File: config.mk
export PLATFORM = sky130hd
export DESIGN_NAME = jump_physics
export DESIGN_NICKNAME = d
export VERILOG_FILES = /design/src/rtl/jump_physics.sv
export SDC_FILE = /design/constraint.sdc
export NUM_CORES = 1
export LEC_CHECK = 0
export ABC_AREA = 1
export CORE_ASPECT_RATIO = 1.4
export CORE_MARGIN = 3
export CORE_UTILIZATION = 55
export CTS_BUF_LIST = sky130_fd_sc_hd__clkbuf_4
export DETAILED_ROUTE_END_ITERATION = 16
export DONT_BUFFER_PORTS = 1
export PLACE_DENSITY = 0.7
export SETUP_SLACK_MARGIN = 0.15
export SLEW_MARGIN = 20
export SYNTH_ARGS = -nofsm -noshare
export SYNTH_HDL_FRONTEND = slang
export SYNTH_SLANG_ARGS = --single-unit
File: constraint.sdc
create_clock -name clk_machine -period 3 [get_ports clk_machine]
set_input_delay 0.45 -clock clk_machine [delete_from_list [all_inputs] [get_ports clk_machine]]
set_output_delay 0.45 -clock clk_machine [all_outputs]
set_load 0.005 [all_outputs]
File: src/rtl/jump_physics.sv
// -----------------------------------------------------------------------------
// jump_physics
//
// Responder side of the jump handshake with the game FSM. When i_jump_en
// rises the initial vertical velocity is latched (clamped to 127), then a
// discrete ballistic arc is integrated once per physics tick:
//     h_acc += vy; vy -= 1; dist += 1
// until the next step would take h_acc below zero, which is the landing.
// Distance and height are streamed to the FSM every tick; on landing
// o_jump_done is raised and held until the FSM drops i_jump_en.
//
// Ports:
//   clk_machine    in   1  system clock
//   rst_machine    in   1  asynchronous, active-high reset
//   i_jump_en      in   1  level request, high while a jump is wanted
//   i_jump_v_init  in  11  initial vertical velocity, sampled at launch
//   o_jump_dist    out 11  ticks elapsed since launch (0..255)
//   o_jump_height  out  9  current height, h_acc[13:5] (0..254)
//   o_jump_done    out  1  landed; held until i_jump_en goes low
//   o_busy         out  1  high while flying
//
// Parameter:
//   TICK_DIV  clk_machine cycles per physics tick, must be >= 2
// -----------------------------------------------------------------------------
module jump_physics #(
    parameter int unsigned TICK_DIV = 100000
) (
    input  logic        clk_machine,
    input  logic        rst_machine,
    input  logic        i_jump_en,
    input  logic [10:0] i_jump_v_init,
    output logic [10:0] o_jump_dist,
    output logic [8:0]  o_jump_height,
    output logic        o_jump_done,
    output logic        o_busy
);

    localparam int unsigned CNT_W = (TICK_DIV > 1) ? $clog2(TICK_DIV) : 1;
    localparam logic [CNT_W-1:0] TICK_LAST = CNT_W'(TICK_DIV - 1);
    localparam logic [CNT_W-1:0] CNT_ONE   = CNT_W'(1);
    localparam logic [CNT_W-1:0] CNT_ZERO  = '0;

    typedef enum logic [1:0] {
        ST_IDLE = 2'd0,
        ST_FLY  = 2'd1,
        ST_DONE = 2'd2
    } state_t;

    // Clamp the requested launch velocity to 7 bits; this bound is what
    // keeps h_acc within 14 bits, vy >= -128 and dist <= 255.
    function automatic logic [6:0] clamp_v(input logic [10:0] v_in);
        logic [6:0] v_out;
        if (v_in > 11'd127) begin
            v_out = 7'd127;
        end else begin
            v_out = v_in[6:0];
        end
        return v_out;
    endfunction

    // Signed 15-bit sum h_acc + vy; bit 14 set means the arc would go
    // below ground on this tick.
    function automatic logic [14:0] arc_sum(input logic [13:0] h_in,
                                            input logic [8:0]  vy_in);
        return {1'b0, h_in} + {{6{vy_in[8]}}, vy_in};
    endfunction

    state_t             state_q, state_d;
    logic [CNT_W-1:0]   cnt_q, cnt_d;
    logic signed [8:0]  vy_q, vy_d;
    logic [13:0]        h_acc_q, h_acc_d;
    logic [7:0]         dist_q, dist_d;
    logic [8:0]         height_q, height_d;
    logic               done_q, done_d;
    logic               busy_q, busy_d;

    logic [14:0]        sum_s;
    logic               tick_s;
    logic [6:0]         v_clamp_s;

    // Next-state and datapath update for the IDLE / FLY / DONE handshake.
    always_comb begin
        state_d   = state_q;
        cnt_d     = cnt_q;
        vy_d      = vy_q;
        h_acc_d   = h_acc_q;
        dist_d    = dist_q;
        sum_s     = arc_sum(h_acc_q, vy_q);
        tick_s    = (cnt_q == TICK_LAST);
        v_clamp_s = clamp_v(i_jump_v_init);

        case (state_q)
            ST_IDLE: begin
                h_acc_d = 14'd0;
                cnt_d   = CNT_ZERO;
                if (i_jump_en) begin
                    // Launch: distance is only cleared here, so it holds
                    // its last value through IDLE.
                    state_d = ST_FLY;
                    vy_d    = $signed({2'b00, v_clamp_s});
                    dist_d  = 8'd0;
                end else begin
                    state_d = ST_IDLE;
                end
            end

            ST_FLY: begin
                if (!i_jump_en) begin
                    // Abort wins over a coincident tick; height drops to
                    // ground, distance keeps its last value.
                    state_d = ST_IDLE;
                    h_acc_d = 14'd0;
                    cnt_d   = CNT_ZERO;
                end else if (tick_s) begin
                    cnt_d = CNT_ZERO;
                    if (sum_s[14]) begin
                        state_d = ST_DONE;
                        h_acc_d = 14'd0;
                    end else begin
                        h_acc_d = sum_s[13:0];
                        vy_d    = vy_q - 9'sd1;
                        dist_d  = dist_q + 8'd1;
                    end
                end else begin
                    cnt_d = cnt_q + CNT_ONE;
                end
            end

            ST_DONE: begin
                // A held-high request does not retrigger; the FSM must
                // drop i_jump_en first.
                if (!i_jump_en) begin
                    state_d = ST_IDLE;
                end else begin
                    state_d = ST_DONE;
                end
            end

            default: begin
                state_d = ST_IDLE;
                h_acc_d = 14'd0;
                cnt_d   = CNT_ZERO;
            end
        endcase

        // Outputs are registered copies of the next state so they move on
        // the same edge as the state itself.
        height_d = h_acc_d[13:5];
        busy_d   = (state_d == ST_FLY);
        done_d   = (state_d == ST_DONE);
    end

    // State, arc accumulators and registered outputs.
    always_ff @(posedge clk_machine or posedge rst_machine) begin
        if (rst_machine) begin
            state_q  <= ST_IDLE;
            cnt_q    <= CNT_ZERO;
            vy_q     <= 9'sd0;
            h_acc_q  <= 14'd0;
            dist_q   <= 8'd0;
            height_q <= 9'd0;
            done_q   <= 1'b0;
            busy_q   <= 1'b0;
        end else begin
            state_q  <= state_d;
            cnt_q    <= cnt_d;
            vy_q     <= vy_d;
            h_acc_q  <= h_acc_d;
            dist_q   <= dist_d;
            height_q <= height_d;
            done_q   <= done_d;
            busy_q   <= busy_d;
        end
    end

    assign o_jump_dist   = {3'b000, dist_q};
    assign o_jump_height = height_q;
    assign o_jump_done   = done_q;
    assign o_busy        = busy_q;

endmodule

Word level (Yosys, flattened, before mapping):

Cells that the tools add are included.
Widths: inputs -> output; s select.

* register bits: 52
* bits of input ports: 14
* output and inout bits: 22
* logic and storage cells: 52

* $add $sub $neg: 4
* magnitude comparators: 1
* eq/ne operators: 10
* muxes and demuxes: 24
* bitwise logic cells: 1
* reduce and logical (&&, ||, !) cells: 4

Operators by type and width (number)
* $mux 14: 3
* $mux 9: 4
* $mux 17: 2
* $pmux 17 s2: 1
* $mux 8: 4
* $pmux 14 s2: 1
* $pmux 9 s2: 1
* $add 17x1->17 const B: 1
* $eq 17x17->1 const B: 1
* $pmux 8 s2: 1
* $add 14x15->15: 1
* $gt 11x7->1 const B: 1
* $sub 9x2->9 const B: 1
* $add 8x1->8 const B: 1
* $mux 2: 4
* $ne 2x2->1 const B: 4
* $mux 7: 1
* $pmux 2 s3: 1
* $reduce_and 5->1: 1
* $eq 2x1->1 const B: 2
* $eq 2x2->1 const B: 2
* $ne 3x3->1 const B: 1
* $logic_not 2->1: 1
* $reduce_and 2->1: 1
* 3 further kinds: 3

Depth between registers and ports, before layout:

Gate-level depths: netlist of the first run.

* word-level depth: 6
* mapped depth: 15
* mapped depth without buffers: 14

Worst setup path before layout of the first run:

OpenSTA, ideal clock, no wires.

* path type: reg-to-reg
* start point: reg vy_q[0]
* end point: reg vy_q[8]
* library setup time: 0.116 ns
* arrival time: 1.927 ns
* data required time: 2.884 ns
* path slack: 0.957 ns
* stages on the path, launching flop included: 15
* path buffers: 1
* period minus slack after synthesis: 2.043 ns
* cell sequence: dfrtp_1 > ha_1 > inv_1 > fa_1 > inv_1 > nand2_1 > nand3_4 > nand2_2 > nand3_2 > nand2_4 > nand2_8 > nand3_4 > buf_12 > nand2_2 > nand2_2

* word-level cells in the longest chain between the ends: 5
* elaborated cells on any way between the ends: 8
* those cells by class: add/sub (2); eq/ne (1); mux (4); reduce/logical (1)

RTL lines
* start: declaration: line 70 `logic signed [8:0] vy_q, vy_d;`
* start signal: assignment: line 167 `vy_q <= vy_d;`
* $sub 9x2->9: line 121 `vy_d = vy_q - 9'sd1;`
* $mux 9: line 116 `if (sum_s[14]) begin`
* $mux 9: line 114 `end else if (tick_s) begin`
* $mux 9: line 108 `if (!i_jump_en) begin`
* $pmux 9 s2: line 92 `case (state_q)`

Parallel ways exist; a longest one is shown, timed or not. The select of a mux whose other input is x is not followed.
A chain may end at the register's enable or synchronous reset.

Worst setup path after layout of the first run:

* start point: reg vy_q[8]
* end point: reg dist_q[5]

* word-level cells in the longest chain between the ends: 3

RTL lines
* $add 14x15->15: line 65 `return {1'b0, h_in} + {{6{vy_in[8]}}, vy_in};`
* $ne 2x2->1 (no line)
* $reduce_and 5->1 (no line)
* end signal: assignment: line 169 `dist_q <= dist_d;`
* end: declaration: line 72 `logic [7:0] dist_q, dist_d;`

Every way passes these cells.

==> flow_summary_export.csv, run 1 <==
group,metric,value,unit
floorplanning,core.rowCount,35,
detailed_routing,vias_per_cell,5.47,
pwr,swShare,0.371,
finish,finalNetCount,548,
clocking,cts_buffers,5,
outcome,status,"finished clean",
global_routing,grt_pass1_wl,15.3,mm
yosys,ys_ff_latch,52,
pwr,p_leak,1.96,nW
setup_path,critPathLaunchType,"register",
yosys,post-synth-top-area-fraction,0.335,
setup_path,r2r_slack,520,ps
floorplanning,die_w,77.0,µm
detailed_routing,drtAntennaViolNets,0,
clocking,clk_latency,370,ps
global_routing,antenna_found_initial,0,
setup_path,cp.required,3280,ps
yosys,syn-instance-count,524,
yosys,ys_types,39,
timing,fmax,403,MHz
yosys,synth_flop_cell,"dfrtp_1",
clocking,ctsResizeCount,0,
yosys,ys_seq_area_frac,0.335,
timing,slew_headroom,0.655,
detailed_routing,wl_per_cell,14.6,µm
pwr,power_frac_seq,0.515,
global_routing,grt_util_all_layers,0.228,
setup_path,crit_path_frequent_cell,"nand2_1",
yosys,synth_top_cell_by_area,"dfrtp_1",
pwr,internal_power,0.000998,W
setup_path,arrival,2760,ps
detailed_routing,drcViolationCount,0,
detailed_routing,drt_iter0_markers,123,
setup_path,path_delay_family,"simple AND/OR/NAND/NOR gates",
yosys,syn_area,3880,µm²
yosys,yosys-top-cells-count,"121 x nand2_1, 55 x inv_1, 54 x nor2_1",
worst_hold_path,min_path_type,"primary input to register",
timing,clock-skew-final,22.3,ps
pwr,ir_worst_vdd,0.255,mV
floorplanning,initial_core_util,0.580,
yosys,avgSynthCellArea,7.41,µm²
setup_path,max_stage_delay,550,ps
finish,drive_gt1_frac,0.135,
setup_path,startpoint,"vy_q[8]$_DFFE_PP0P_",
clocking,cts_num_sinks,52,
timing,period_needed,2480,ps
setup_path,cp_slowest_cell,"dfrtp_1",
clocking,root_buffer,"clkbuf_4",
pwr,clkPwrFrac,0.200,
timing,setup_violations,0,
placement,port_buffers,0,
floorplanning,ios,36,
placement,hpwl,6.73,mm
setup_path,reg2reg_depth,13,
timing,fin_setup_tns,0,ps
job,drv_cap,0,
clocking,cts_tree,"built",
placement,dp.cells,600,
finish,diodes,0,
timing,worst_slew_pin_slew,517,ps
pwr,combPwrFrac,0.285,
clocking,clk_pin_slew,160,ps
detailed_routing,drtPass1Iterations,5,
finish,n_fill_cell,652,
detailed_routing,drt-total-wl,8.92,mm
global_routing,gr-total-overflow,0,
yosys,synthTopCellsByArea,"dfrtp_1 34%, nand2_1 12%, ha_1 5.5%, inv_1 5.3%, nor2_1 5.2%",
setup_path,crit_chain,"ha_1, nand2_1, nand2_1, nand2_1, nand3_1, nor2_1, nand2_2, nand2_2, nand2_4, nand2_8, nand3_4, nand2_1, nand2_1",
setup_path,critical_path_class,"register to register",
pwr,powerDensity,403,nW/µm²
global_routing,grt_pass1_vias,3392,
setup_path,critPathBufInv,0,
pwr,p_switching,0.000588,W
finish,area_growth,1.26,%
clocking,clock_path_buffers,2,
detailed_routing,vias,3334,
setup_path,worstSetupPathDepth,13,
clocking,htree_levels,2,
yosys,async_flop_share,1.00,
global_routing,grt_max_degree,33,
floorplanning,core-area,6700,µm²
yosys,synth_warnings,0,
timing,finalCritPeriodShare,0.828,
setup_path,r2r-end,"dist_q[5]$_DFFE_PP0P_",
timing,finalHoldViolCount,0,
timing,rsz0062_at_grt,"false",
setup_path,path_max_fanout,17,
placement,gp_congestion,0.902,
floorplanning,die_h,105,µm
yosys,synth_edf_count,0,
yosys,yosysMostFrequentCell,"nand2_1",
setup_path,endpoint,"dist_q[5]$_DFFE_PP0P_",
floorplanning,dieArea,8120,µm²
finish,stdcell_count,609,
setup_path,endpoint_kind,"register",
setup_path,r2r-start,"vy_q[8]$_DFFE_PP0P_",
timing,slew_viol_final,0,
==> final cells by class <==
| cell class | instances | area [µm²] | area share |
|---|---|---|---|
| clock buffer | 5 | 37.5 | 0.00955 |
| clock inverter | 3 | 18.8 | 0.00477 |
| inverter | 59 | 223 | 0.0566 |
| multi-input combinational | 391 | 2180 | 0.555 |
| sequential | 52 | 1300 | 0.331 |
| tap | 92 | 115 | 0.0293 |
| timing repair buffer | 7 | 55.1 | 0.0140 |
==> routing by layer <==
layer	global-route usage	wire length, µm	vias up
li1	-	-	1676
met1	0.255	3650	1572
met2	0.433	4760	72
met3	0.0333	306	14
met4	0.0763	205	0
met5	0	0	-
==> per-stage QoR <==
stage | utilization | power, W | setup slack, ps | hold WS [ps] | area (µm²)
2_1_floorplan | - | 0.00119 | 957 | 453 | 3890
3_3_place_gp | 0.577 | 0.00127 | 642 | 365 | 3870
3_5_place_dp | 0.577 | 0.00128 | 581 | 372 | 3870
4_1_cts | 0.587 | 0.00160 | 562 | 205 | 3930
5_1_grt | 0.587 | 0.00169 | 318 | 228 | 3930
6_report | 0.587 | 0.00159 | 516 | 211 | 3930
==> power groups by stage <==
stage	Sequential (W)	Combinational, W	Clock [W]
final	0.000816	0.000452	0.000318
after global routing	0.000823	0.000511	0.000358
after CTS	0.000817	0.000453	0.000333
after detailed placement	0.000830	0.000448	0
after global placement	0.000828	0.000440	0
after floorplan	0.000803	0.000389	0
==> what timing repair did <==
item	4_1_cts	5_1_grt
hold endpoints to repair	20	0
hold buffers	1	0
setup buffers	0	0
==> sequential cells by signal (all words and copies together) (netlist names) <==
name         count
cnt_q           17
dist_q           8
h_acc_q         14
o_busy           1
o_jump_done      1
state_q          2
vy_q             9
==> how the worst min path moves through the flow <==
| stage | from | end | slack (ps) | depth (start not counted) |
|---|---|---|---|---|
| floorplan | h_acc_q[0]$_DFFE_PP0P_ | h_acc_q[0]$_DFFE_PP0P_ | 450 | 2 |
| global placement | rst_machine | dist_q[7]$_DFFE_PP0P_ | 370 | 1 |
| detailed placement | rst_machine | dist_q[4]$_DFFE_PP0P_ | 370 | 1 |
| CTS | i_jump_en | h_acc_q[11]$_DFFE_PP0P_ | 210 | 2 |
| global route | i_jump_en | h_acc_q[12]$_DFFE_PP0P_ | 230 | 2 |
| finish | i_jump_en | h_acc_q[11]$_DFFE_PP0P_ | 210 | 2 |
==> logic make-up (layout without fill, tap and decap cells) <==
kind of cell / after synthesis / after routing / synth area share
simple gates: 301 / 301 / 0.382
buf+inv: 83 / 74 / 0.105
flops: 52 / 52 / 0.335
compound gates: 46 / 46 / 0.0648
xor+xnor: 23 / 23 / 0.0519
fa+ha+maj: 18 / 18 / 0.0599
other cells: 1 / 3 / 0.000966
==> cell usage in the layout (no fill, tap or decap), types with 4 or more instances in the layout <==
cell type    n
nand2_1    121
inv_1       54
nor2_1      54
dfrtp_1     52
nand3_1     34
nand2_2     26
nand4_1     25
a21oi_1     19
ha_1        17
xor2_1      16
nor3_1      14
o21ai_0     14
nand3_2     11
xnor2_1      7
buf_4        6
clkbuf_4     5
inv_2        4
o22ai_1      4
No activity file was read; power rests on OpenSTA's default activity.
==> run 2, diff against run 1 <==
--- a/config.mk
+++ b/config.mk
@@ -12,7 +12,7 @@
 export CTS_BUF_LIST = sky130_fd_sc_hd__clkbuf_4
 export DETAILED_ROUTE_END_ITERATION = 16
 export DONT_BUFFER_PORTS = 1
-export PLACE_DENSITY = 0.7
+export PLACE_DENSITY = 0.73
 export SETUP_SLACK_MARGIN = 0.15
 export SLEW_MARGIN = 20
 export SYNTH_ARGS = -nofsm -noshare
==> constraint.sdc (replaced) <==
create_clock -name clk_machine -period 2.1 [get_ports clk_machine]
set_input_delay 0.315 -clock clk_machine [delete_from_list [all_inputs] [get_ports clk_machine]]
set_output_delay 0.315 -clock clk_machine [all_outputs]
set_load 0.005 [all_outputs]
==> run 2 against run 1 <==
  * Highest routed layer unchanged
  * Hold slack got worse by 140 ps
  * Sequential cell count did not move
  * Cell count rose by 4.4%
  * Non-clock buffer count rose by 28
  * Critical endpoint is now vy_q[4]$_DFFE_PP0P_
  * Clock skew fell by 10 ps
==> flow_summary_export.csv, run 2 (synthesized netlist as in run 1, its figures left out) <==
group,metric,value,unit
outcome,status,"finished clean",
floorplanning,dieArea,8120,µm²
timing,finalHoldViolCount,0,
finish,area_growth,12.9,%
worst_hold_path,min_path_cells,2,
finish,largest-register,"cnt_q",
timing,rsz0062_at_grt,"true",
timing,setup_violations,0,
placement,port_buffers,0,
setup_path,crit_path_frequent_cell,"nand2_1",
floorplanning,core.rowCount,35,
detailed_routing,drtAntennaViolNets,0,
setup_path,endpoint_kind,"register",
pwr,combPwrFrac,0.342,
global_routing,grt_util_all_layers,0.238,
setup_path,reg2reg_depth,15,
floorplanning,initial_core_util,0.580,
pwr,powerDensity,546,nW/µm²
global_routing,grt_max_degree,30,
clocking,cts_tree,"built",
finish,drive_gt1_frac,0.235,
floorplanning,ios,36,
setup_path,critical_path_class,"register to register",
timing,worst_slew_pin_slew,588,ps
pwr,p_switching,0.000866,W
global_routing,antenna_found_initial,0,
finish,finalNetCount,576,
pwr,p_leak,2.12,nW
timing,finalCritPeriodShare,0.980,
pwr,power_frac_seq,0.479,
finish,n_fill_cell,606,
clocking,cts_buffers,5,
detailed_routing,drcViolationCount,0,
pwr,total_power,0.00239,W
clocking,root_buffer,"clkbuf_4",
detailed_routing,drt_iter0_markers,196,
global_routing,grt_pass1_vias,3437,
setup_path,arrival,2330,ps
setup_path,path_max_fanout,8,
floorplanning,die_w,77.0,µm
finish,largest_register_ffs,17,
timing,fmax,486,MHz
clocking,clock_path_buffers,2,
pwr,internal_power,0.00153,W
placement,dp.cells,619,
clocking,cts_num_sinks,52,
pwr,ir_worst_vdd,0.413,mV
finish,top_regs,"cnt_q x17, h_acc_q x14, vy_q x9",
setup_path,cp_slowest_cell,"dfrtp_2",
job,drv_cap,0,
clocking,clk_latency,380,ps
setup_path,cp.required,2370,ps
clocking,htree_levels,2,
floorplanning,core-area,6700,µm²
timing,clock-skew-final,11.9,ps
finish,stdcell_count,636,
pwr,swShare,0.362,
detailed_routing,wl_per_cell,15.0,µm
detailed_routing,drt-total-wl,9.51,mm
detailed_routing,vias_per_cell,5.46,
global_routing,grt_pass1_wl,15.8,mm
setup_path,max_stage_delay,440,ps
global_routing,gr-total-overflow,0,
setup_path,crit_chain,"buf_12, ha_4, nand2_1, nand2_1, nand2_2, nand3_4, nor2_4, nand2_2, nand2_2, nand2_4, nand2_8, nand3_4, buf_12, nand2_1, nand2_1",
detailed_routing,drtPass1Iterations,5,
timing,fin_setup_tns,0,ps
setup_path,critPathBufInv,2,
detailed_routing,vias,3475,
finish,diodes,0,
timing,hold_ws,73.0,ps
finish,final_cell_mix,"115 x nand2_1, 52 x inv_1, 50 x dfrtp_1",
clocking,clk_pin_slew,140,ps
finish,utilization,0.654,
setup_path,worstSetupPathDepth,15,
pwr,clkPwrFrac,0.179,
timing,period_needed,2060,ps
placement,gp_congestion,0.967,
floorplanning,die_h,105,µm
worst_hold_path,min_path_type,"primary input to register",
setup_path,path_delay_family,"simple AND/OR/NAND/NOR gates",
timing,slew_headroom,0.608,
timing,slew_viol_final,0,
finish,final_common_cell,"nand2_1",
placement,hpwl,6.95,mm
setup_path,critPathLaunchType,"register",
==> run 2: worst paths after layout <==
kind	start	endpoint	slack, ps
max in group asynchronous	rst_machine	h_acc_q[0]$_DFFE_PP0P_	1130
min in group asynchronous	rst_machine	dist_q[7]$_DFFE_PP0P_	420
hold reg to reg	h_acc_q[2]$_DFFE_PP0P_	h_acc_q[2]$_DFFE_PP0P_	510
hold / removal	i_jump_en	h_acc_q[12]$_DFFE_PP0P_	70
setup reg to reg	vy_q[8]$_DFFE_PP0P_	vy_q[4]$_DFFE_PP0P_	40
setup / recovery	vy_q[8]$_DFFE_PP0P_	vy_q[4]$_DFFE_PP0P_	40
==> run 2: timing repair <==
action                                  CTS  global route
gates resized for setup                  11            19
buffers inserted                          6             3
hold buffers                              1             0
hold endpoints to repair                 23             0
endpoints found under the setup margin   35            40
pin swaps                                 3             9
==> run 2: final cells by class <==
cell class	instances	area (µm²)	area share
flip-flops and latches	52	1300	0.297
well taps	92	115	0.0263
inverters	59	223	0.0508
clock buffers	5	37.5	0.00856
multi-input cells	391	2360	0.539
clock inverters	2	7.51	0.00171
repair buffers	35	335	0.0765
==> run 2: metrics by stage <==
stage	worst slack [ps]	cell area (µm²)
after floorplan	142	3980
after detailed placement	-23.0	4130
after global routing	-48.1	4380
after CTS	77.0	4290
after global placement	8.28	4130
final	41.0	4380
==> run 2: power by group through the flow <==
stage / registers, W / clock network (W) / logic [W]
floorplan: 0.00115 / 0 / 0.000568
global placement: 0.00117 / 0 / 0.000742
detailed placement: 0.00117 / 0 / 0.000754
CTS: 0.00114 / 0.000442 / 0.000798
global route: 0.00115 / 0.000483 / 0.000914
finish: 0.00115 / 0.000428 / 0.000818
==> run 2: routing by layer <==
metal	up-vias	GRT usage	routed length (µm)
li1	1735	-	-
met3	22	0.0274	245
met1	1649	0.277	3850
met5	-	0	0
met2	69	0.439	5160
met4	0	0.0954	250
==> run 3, diff against run 2 <==
--- a/config.mk
+++ b/config.mk
@@ -10,10 +10,12 @@
 export CORE_MARGIN = 3
 export CORE_UTILIZATION = 55
 export CTS_BUF_LIST = sky130_fd_sc_hd__clkbuf_4
+export CTS_CLUSTER_DIAMETER = 200
 export DETAILED_ROUTE_END_ITERATION = 16
 export DONT_BUFFER_PORTS = 1
 export PLACE_DENSITY = 0.73
 export SETUP_SLACK_MARGIN = 0.15
+export SKIP_LAST_GASP = 1
 export SLEW_MARGIN = 20
 export SYNTH_ARGS = -nofsm -noshare
 export SYNTH_HDL_FRONTEND = slang
==> results of run 3 <==
Final layout, timing and power as in run 2 (identical DEF).
